--- src/rtl/id_ex_pipe_stage.sv ---
`default_nettype none
// ============================================================================
// Module   : id_ex_pipe_stage
// Purpose  : ID->EX pipeline register with valid/ready handshake, 2-entry skid
//            buffer, flush and x0 write-suppression. Optional perf counters are
//            built when ID_EX_PIPE_PERF_EN is defined.
// Revision : 1.0
// ============================================================================
module id_ex_pipe_stage #(
    parameter int DATA_WIDTH    = 32,
    parameter int REGADDR_WIDTH = 5,
    parameter int CTRL_WIDTH    = 16,
    parameter int REGWR_BIT     = 0,
    parameter int CNT_WIDTH     = 16
) (
    input  logic                     clk,
    input  logic                     rst,
    input  logic                     flush,
    input  logic                     in_valid,
    output logic                     in_ready,
    input  logic [DATA_WIDTH-1:0]    imm_in,
    input  logic [DATA_WIDTH-1:0]    rs1_data_in,
    input  logic [DATA_WIDTH-1:0]    rs2_data_in,
    input  logic [REGADDR_WIDTH-1:0] rs1_addr_in,
    input  logic [REGADDR_WIDTH-1:0] rs2_addr_in,
    input  logic [REGADDR_WIDTH-1:0] rd_addr_in,
    input  logic [CTRL_WIDTH-1:0]    ctrl_in,
    output logic                     out_valid,
    input  logic                     out_ready,
    output logic [DATA_WIDTH-1:0]    imm_out,
    output logic [DATA_WIDTH-1:0]    rs1_data_out,
    output logic [DATA_WIDTH-1:0]    rs2_data_out,
    output logic [REGADDR_WIDTH-1:0] rs1_addr_out,
    output logic [REGADDR_WIDTH-1:0] rs2_addr_out,
    output logic [REGADDR_WIDTH-1:0] rd_addr_out,
    output logic [CTRL_WIDTH-1:0]    ctrl_out,
    output logic [CNT_WIDTH-1:0]     stall_cnt,
    output logic [CNT_WIDTH-1:0]     bubble_cnt
);

    localparam int c_BUNDLE_W = 3*DATA_WIDTH + 3*REGADDR_WIDTH + CTRL_WIDTH;

    logic [c_BUNDLE_W-1:0] r_main;
    logic [c_BUNDLE_W-1:0] r_skid;
    logic                  r_main_valid;
    logic                  r_skid_valid;
    logic                  r_in_ready;

    logic [CTRL_WIDTH-1:0] w_ctrl_in;
    logic [CTRL_WIDTH-1:0] w_main_ctrl;
    logic [c_BUNDLE_W-1:0] w_bundle;
    logic                  w_accept;
    logic                  w_consume;

    // A write to x0 is architecturally a no-op, so drop regs_write at capture.
    always_comb begin
        w_ctrl_in = ctrl_in;
        if (rd_addr_in == '0) begin
            w_ctrl_in[REGWR_BIT] = 1'b0;
        end
    end

    assign w_bundle  = {imm_in, rs1_data_in, rs2_data_in,
                        rs1_addr_in, rs2_addr_in, rd_addr_in, w_ctrl_in};
    assign w_accept  = in_valid && r_in_ready;
    assign w_consume = r_main_valid && out_ready;

    always_ff @(posedge clk or negedge rst) begin
        if (!rst) begin
            r_main       <= '0;
            r_skid       <= '0;
            r_main_valid <= 1'b0;
            r_skid_valid <= 1'b0;
            r_in_ready   <= 1'b1;
        end else if (flush) begin
            r_main_valid <= 1'b0;
            r_skid_valid <= 1'b0;
            r_in_ready   <= 1'b1;
        end else if (r_skid_valid) begin
            // in_ready is low here, so only draining is possible.
            if (w_consume) begin
                r_main       <= r_skid;
                r_skid_valid <= 1'b0;
                r_in_ready   <= 1'b1;
            end
        end else if (r_main_valid) begin
            if (w_accept && !w_consume) begin
                r_skid       <= w_bundle;
                r_skid_valid <= 1'b1;
                r_in_ready   <= 1'b0;
            end else if (w_accept) begin
                r_main <= w_bundle;
            end else if (w_consume) begin
                r_main_valid <= 1'b0;
            end
        end else if (w_accept) begin
            r_main       <= w_bundle;
            r_main_valid <= 1'b1;
        end
    end

    assign {imm_out, rs1_data_out, rs2_data_out,
            rs1_addr_out, rs2_addr_out, rd_addr_out, w_main_ctrl} = r_main;

    assign in_ready  = r_in_ready;
    assign out_valid = r_main_valid;
    assign ctrl_out  = r_main_valid ? w_main_ctrl : '0;

`ifdef ID_EX_PIPE_PERF_EN
    logic [CNT_WIDTH-1:0] r_stall_cnt;
    logic [CNT_WIDTH-1:0] r_bubble_cnt;

    always_ff @(posedge clk or negedge rst) begin
        if (!rst) begin
            r_stall_cnt  <= '0;
            r_bubble_cnt <= '0;
        end else begin
            if (r_main_valid && !out_ready && (r_stall_cnt != '1)) begin
                r_stall_cnt <= r_stall_cnt + 1'b1;
            end
            if (!r_main_valid && !flush && (r_bubble_cnt != '1)) begin
                r_bubble_cnt <= r_bubble_cnt + 1'b1;
            end
        end
    end

    assign stall_cnt  = r_stall_cnt;
    assign bubble_cnt = r_bubble_cnt;
`else
    assign stall_cnt  = '0;
    assign bubble_cnt = '0;
`endif

endmodule
`default_nettype wire

--- config.mk ---
export PLATFORM = sky130hd
export DESIGN_NAME = id_ex_pipe_stage
export DESIGN_NICKNAME = d
export VERILOG_FILES = /design/src/rtl/id_ex_pipe_stage.sv
export SDC_FILE = /design/constraint.sdc
export NUM_CORES = 1
export LEC_CHECK = 0
export CAP_MARGIN = 40
export CORE_ASPECT_RATIO = 0.9
export CORE_MARGIN = 3
export CORE_UTILIZATION = 40
export CTS_CLUSTER_DIAMETER = 200
export DETAILED_ROUTE_END_ITERATION = 16
export GPL_TIMING_DRIVEN = 1
export PLACE_DENSITY = 0.67
export SYNTH_ARGS = -nofsm -noshare
export SYNTH_HDL_FRONTEND = slang
export SYNTH_SLANG_ARGS = --single-unit
--- constraint.sdc ---
create_clock -name clk -period 5.1 [get_ports clk]
set_input_delay 1.53 -clock clk [delete_from_list [all_inputs] [get_ports clk]]
set_output_delay 1.53 -clock clk [all_outputs]
set_load 0.03 [all_outputs]
# Word level (Yosys, flattened, before mapping)
# Cells that the tools add are included.
# Widths: inputs -> output; s select.
# totals
latchBits	0
ff_bits	257
ramBits	0
inputBits	132
output_inout_bits	161
mem_count	0
elab_cells	44
rom_bits	0
# classes
reduce_logical	10
n_lt_le_gt_ge	0
eq_ne	4
n_addsub	0
multipliers	0
shifts	0
div	0
bitwise	2
n_mux	23
# ops
op	n
$mux 127	5
$mux 1	17
$mux 16	1
$reduce_and 3->1	2
$reduce_bool 3->1	2
$logic_not 5->1	1
$reduce_and 4->1	1
$logic_and 1x1->1	3
$ne 3x2->1 const B	1
$ne 3x3->1 const B	1
$ne 2x1->1 const B	1
$ne 2x2->1 const B	1
$not 1->1	2
$logic_not 1->1	1

# Depth between registers and ports, before layout
# logic_depth
word_depth	7
ltp_mapped	7
ltp_nobuf	4

# Worst setup path after synthesis
# No wires, ideal clock.
# synth_timing
path_type	in2reg
start	in flush
end	reg r_skid[66]
setup_slack_ns	2.267
path_buffers	2
required_ns	4.975
setup_ns	0.125
stages	5
t_arrival_ns	2.708
cell_sequence	nand2b_1 or4_1 buf_2 buf_2 mux2_2
# synth_between
elab_chain_cells	2
# synth_lines
item	line	rtl
start, declared	18	input logic flush,
$not 1->1 (no line)	n/a	
$reduce_and 4->1 (no line)	n/a	
end signal, assigned	88	r_skid <= w_bundle;
end, declared	44	logic [c_BUNDLE_W-1:0] r_skid;
# No other way between the ends.
# A chain may end at the register's enable or synchronous reset.

# Final worst setup path
# layout_timing
start	reg r_main_valid, in the netlist out_valid
end	out ctrl_out[9]
# layout_between
elab_chain_cells	1
# layout_lines
item	line	rtl
start, declared	45	logic r_main_valid;
start signal, assigned	72	r_main_valid <= 1'b0;
start signal, assigned	76	r_main_valid <= 1'b0;
start signal, assigned	94	r_main_valid <= 1'b0;
$mux 16	107	assign ctrl_out = r_main_valid ? w_main_ctrl : '0;
end, declared	36	output logic [CTRL_WIDTH-1:0] ctrl_out,
# No other way between the ends.

==> results_dict.tcl <==
set metrics [dict create \
    worst_slew_margin_rel_pct 37.74 \
    ys_ff_latch 257 \
    start_kind "register" \
    setup_viol 0 \
    drv_cap 0 \
    use_met2_pct 24.26 \
    numCtsBuffers 29 \
    cts_tree "built" \
    fin_ws_ns 1.254 \
    num-nets-final 1273 \
    diodes 0 \
    wire_per_inst_um 16.05 \
    use_met3_pct 4.812 \
    dp_hpwl_um 16270 \
    synth.most_common_cell "dfrtp_1" \
    cts_sinks 257 \
    grt_pass1_vias 7491 \
    drt_iter0_markers 340 \
    tns_ns 0 \
    netlist-cell-type-count 25 \
    yosys-top-cells-count "dfrtp_1, buf_4, a21oi_1, nor2_1" \
    ant_nets 0 \
    post_cts_resize_count 0 \
    dp_slack_ns 1.185 \
    routed_via_density 4.731 \
    period_needed_ns 3.846 \
    power_mw 7.433 \
    hold_buffers 0 \
    drtPass1Iterations 4 \
    syn2layout_area_growth_pct 24.20 \
    ys.flop_type "dfrtp_1" \
    p_leak_nw 6.079 \
    worst_slew_pin_slew_ns 0.9338 \
    r2r_slack_ns 2.52 \
    power.density_nw_per_um2 503.4 \
    arrival_ns 2.32 \
    synth-edff-count 0 \
    finish.instance_area_sq_um 14760 \
    grt_max_degree 143 \
    ios 293 \
    ys_warn_count 0 \
    globalRoute.totalOverflow 0 \
    max_freq_mhz 260.0 \
    core_region_area_sq_um 29090 \
    crit_path_top_delay_cell "dfrtp_1" \
    port_buffers 260 \
    grt_pass1_wl_um 39960 \
    grt.total_usage_pct 15.11 \
    critPathRequiredTime_ns 3.57 \
    end_kind "output port" \
    post-route-period-util_pct 75.42 \
    yosysTopAreaCellShare_pct 53.89 \
    criticalPathCategory "reg2out" \
    worstPathMaxFanout 24 \
    fillCellCount 2596 \
    path_cells "and2_1, clkdlybuf4s50_1" \
    syn-cell-area_sq_um 11890 \
    final_layout_size_suffix_gt1_share_pct 15.56 \
    status "complete, no violations" \
    die_width_um 187.7 \
    htreeDepth 1 \
    via_count 7348 \
    syn_inst 1007 \
    synth_async_sr_flop_share_pct 100.0 \
    synth.largest_area_cell "dfrtp_1" \
    utilization_pct 50.76 \
    clock_path_buffers 3 \
    max-vdd-ir-drop_mv 0.2615 \
    grt_setup_unrepaired "false" \
    avgSynthCellArea_sq_um 11.81 \
    clock_latency_ns 0.53 \
    use_met1_pct 20.19 \
    start_util_pct 40.87 \
    ys_seq_area_share_pct 54.11 \
    gp_congestion 0.7678 \
    die_area_sq_um 31830 \
    wirelength_um 24920 \
    antenna_found_initial 1 \
    hold_path_class "reg2reg" \
    die_height_um 169.5 \
    grt-busiest-layer "met2" \
    finClkSkew_ns 0.01262 \
    max_stage_delay_ns 0.81 \
    cts_root_buffer "clkbuf_16" \
    placed_area_sq_um 13900 \
    drc_errors 0 \
    synthTopCellsByArea "dfrtp_1, mux2_2, mux2i_1" \
    postCtsSetupBuffers 0 \
    final-hold-violation-count 0 \
    rows 59 \
    clkTransAtPathRegs_ns 0.06 \
    final-max-slew-violation-count 0 \
]
flip-flops by register name (all words and copies together) (netlist names):
register / cells
in_ready: 1
r_skid_valid: 1
out_valid: 1
r_main: 127
r_skid: 127
worst paths after layout:
check	startpoint	end	depth (start not counted)
min in group asynchronous	rst	r_main[92]	1
max in group asynchronous	rst	r_main[104]	2
min	r_skid[57]	r_skid[57]	1
max reg2reg	out_valid	r_skid[67]	4
max	out_valid	ctrl_out[9]	2
min reg2reg	r_skid[57]	r_skid[57]	1
layer usage:
| layer | up-vias | wire length (um) | part of all wire (%) |
|---|---|---|---|
| met5 | - | 9 | 0.036 |
| met4 | 2 | 543 | 2.2 |
| met3 | 34 | 1919 | 7.7 |
| met2 | 209 | 11280 | 45 |
| met1 | 3583 | 11170 | 45 |
| li1 | 3520 | - | - |
cell families (layout without fill, tap and decap cells):
group	count (synthesis)	count (layout)	share of synthesized area (%)
muxes	252	252	22.54
buffers and inverters	201	320	11.84
other	1	32	0.03155
and+or+nand+nor	159	159	5.610
AOI/OAI and AO/OA	137	137	5.863
DFF	257	257	54.11
layout by cell type, fill, tap and decap left out, drive strengths merged:
cell,count
a21oi,132
a211oi,1
bufinv,1
mux2i,126
o21bai,1
nor3,2
nor3b,1
dfrtp,256
o21ai,2
and3,1
nand2b,3
or2,1
clkdlybuf4s50,259
clkbuf,44
nand2,4
a31oi,1
buf,14
or4,2
nor2,128
conb,32
and2,16
clkinv,2
dfstp,1
mux2,126
nand3b,1
power by group:
part / internal, mW / leakage [nW] / switching (mW)
registers: 2.74 / 3.02 / 0.371
clock network: 1.14 / 0.421 / 0.779
logic: 1.13 / 2.64 / 1.28
total: 5.00 / 6.08 / 2.43
through the flow:
step / hold WS, ns / instances
2_1_floorplan: 0.4513 / 1038
3_3_place_gp: 0.4814 / 1504
3_5_place_dp: 0.4902 / 1506
4_1_cts: 0.5033 / 1553
5_1_grt: 0.5135 / 1553
6_report: 0.5030 / 1553
cell type report:
type | count | area (sq um) | area share, %
well taps | 396 | 495.5 | 3.356
clock buffers | 44 | 822.0 | 5.568
clock inverters | 3 | 40.04 | 0.2712
flip-flops and latches | 257 | 6436 | 43.59
repair buffers | 273 | 2795 | 18.93
multi-input cells | 580 | 4175 | 28.28
critical path: cells and delay by family (launching register included):
kind | cells | cell delay (ns)
buf+inv | 1 | 0.69
flops | 1 | 0.81
simple gates | 1 | 0.28
Note: power is estimated with default switching activity, not from simulation.
==> variant: new RTL, same settings <==
`REGADDR_WIDTH`: 5 -> 7.
--- a/src/rtl/id_ex_pipe_stage.sv
+++ b/src/rtl/id_ex_pipe_stage.sv
@@ -9,5 +9,5 @@
 module id_ex_pipe_stage #(
     parameter int DATA_WIDTH    = 32,
-    parameter int REGADDR_WIDTH = 5,
+    parameter int REGADDR_WIDTH = 7,
     parameter int CTRL_WIDTH    = 16,
     parameter int REGWR_BIT     = 0,
Interface: changed (6 resized); port bits go from 293 to 305. The function was not compared with the original's and may differ.
==> variant against the unedited design <==
Routed wire length increased by 9.5%; area after synthesis up 9.7%; power up 11%; worst setup slack improved by 0.15 ns; largest cell class unchanged; cell count shrank 3.7%; cell area rose by 11%; sequential cell count is 12 higher.
==> variant: results (changes against the unedited design) <==
status=complete, no violations; P_sw=0.00249 W (+2.6%); antenna violations before repair=0 (-1); share of layout cells above drive strength 1=42.3% (+27 points); FF-to-FF End=r_main[34]; Post-DP Area=15,300 µm² (+10%); top cells by count, synth=mux2_2, dfrtp_1, buf_4; antenna cells=0 (unchanged); skew final=0.0145 ns (+0.00191 ns); HPWL Detailed=17,600 µm (+8.2%); RR Startpoint=r_skid_valid; crit path capture=ctrl_out[6]; Clk pin slew, worst setup/hold paths=0.07 ns; hold slack=0.483 ns (-0.0204 ns); Hold Buf Count CTS=0 (unchanged); top cells by area, synth=dfrtp_1, mux2_2, buf_4; Netlist cell types=26 (+4.0%); routed len/inst=18.3 µm (+14%); Total GRT Usage=15.5% (+0.35 points); top layer reached by signal wires=met4; Combinational Power=0.00260 W (+8.3%); TritonRoute pass-1 iters=4 (unchanged); met2 routed WL=12,000 µm (+6.6%); global-route wire length before repair=43,400 µm (+8.7%); Max stage delay on crit path=0.71 ns (-0.10 ns); mean area per synthesized cell=14.5 µm² (+23%); Nets=1,193 (-6.3%); vias in the first global route=7,495 (+0.053%); CTS resizes=0 (unchanged); biggest regs=r_main (133), r_skid (133); Worst VDD drop=0.312 mV (+19%); crit path max fanout=16 (-33%); placed cells=1,439 (-4.4%); R2R depth=5 (+1); time the worst path needs with I/O delays and setup=3.69 ns (-0.153 ns); DRT iter0 DRCs=267 (-21%); DRC Markers=0 (unchanged); Clk Latency, worst-skew pair=0.56 ns (+0.03 ns); Layout Cells excl Fill=1,495 (-3.7%); largest net degree at the start of global routing=128 (-10%); CTS buffer count=30 (+3.4%); Post-CTS Setup Repair Bufs=0 (unchanged); reg2reg setup slack=2.69 ns (+0.17 ns); Max-slew headroom=34.2% (-3.5 points); WL met3=1900 µm (-1.2%); pre-CTS setup slack=1.24 ns (+0.0529 ns); Buffers on Ports=272 (+4.6%); via count=7,120 (-3.1%); Hold Startpoint=r_main[130]; Seq pwr share=39.0% (-2.8 points); root buffer cell=clkbuf_16; slowest cell on the critical path=clkdlybuf4s50_1; Lkg Pwr=7.08 nW (+17%); Worst Setup SP=out_valid; GP Congestion=0.707 (-8.0%); Seq/Total Area, Yosys=51.6% (-2.5 points); Power, Total=0.00822 W (+11%); met1 wire length=12,600 µm (+13%); Hold EP=r_main[130]
==> variant: logic make-up after synthesis <==
| group | count (synthesis) | share of synthesized area [%] |
|---|---|---|
| muxes | 399 | 36.2 |
| other | 1 | 0.0288 |
| DFF | 269 | 51.6 |
| buffers and inverters | 197 | 10.5 |
| and+or+nand+nor | 25 | 1.21 |
| AOI/OAI and AO/OA | 9 | 0.451 |
==> variant: area by class of cell <==
type / count / area [µm²]
Clock inverter: 18 / 277
Tap cell: 416 / 520
Clock buffer: 38 / 832
Multi-Input combinational cell: 465 / 5060
Timing Repair Buffer: 287 / 2960
Inverter: 2 / 7.51
Sequential cell: 269 / 6740
Fill cell: 2686 / 15600
==> variant: critical path, delay by kind of cell (launching register included) <==
family	cells	cell delay, ns
flops	1	0.54
simple gates	1	0.15
buf+inv	2	0.91
==> variant: layer usage <==
metal | up-vias | track usage, %
li1 | 3285 | -
met1 | 3609 | 21.7
met2 | 184 | 23.3
met3 | 42 | 4.85
met4 | 0 | 3.98
met5 | - | 0
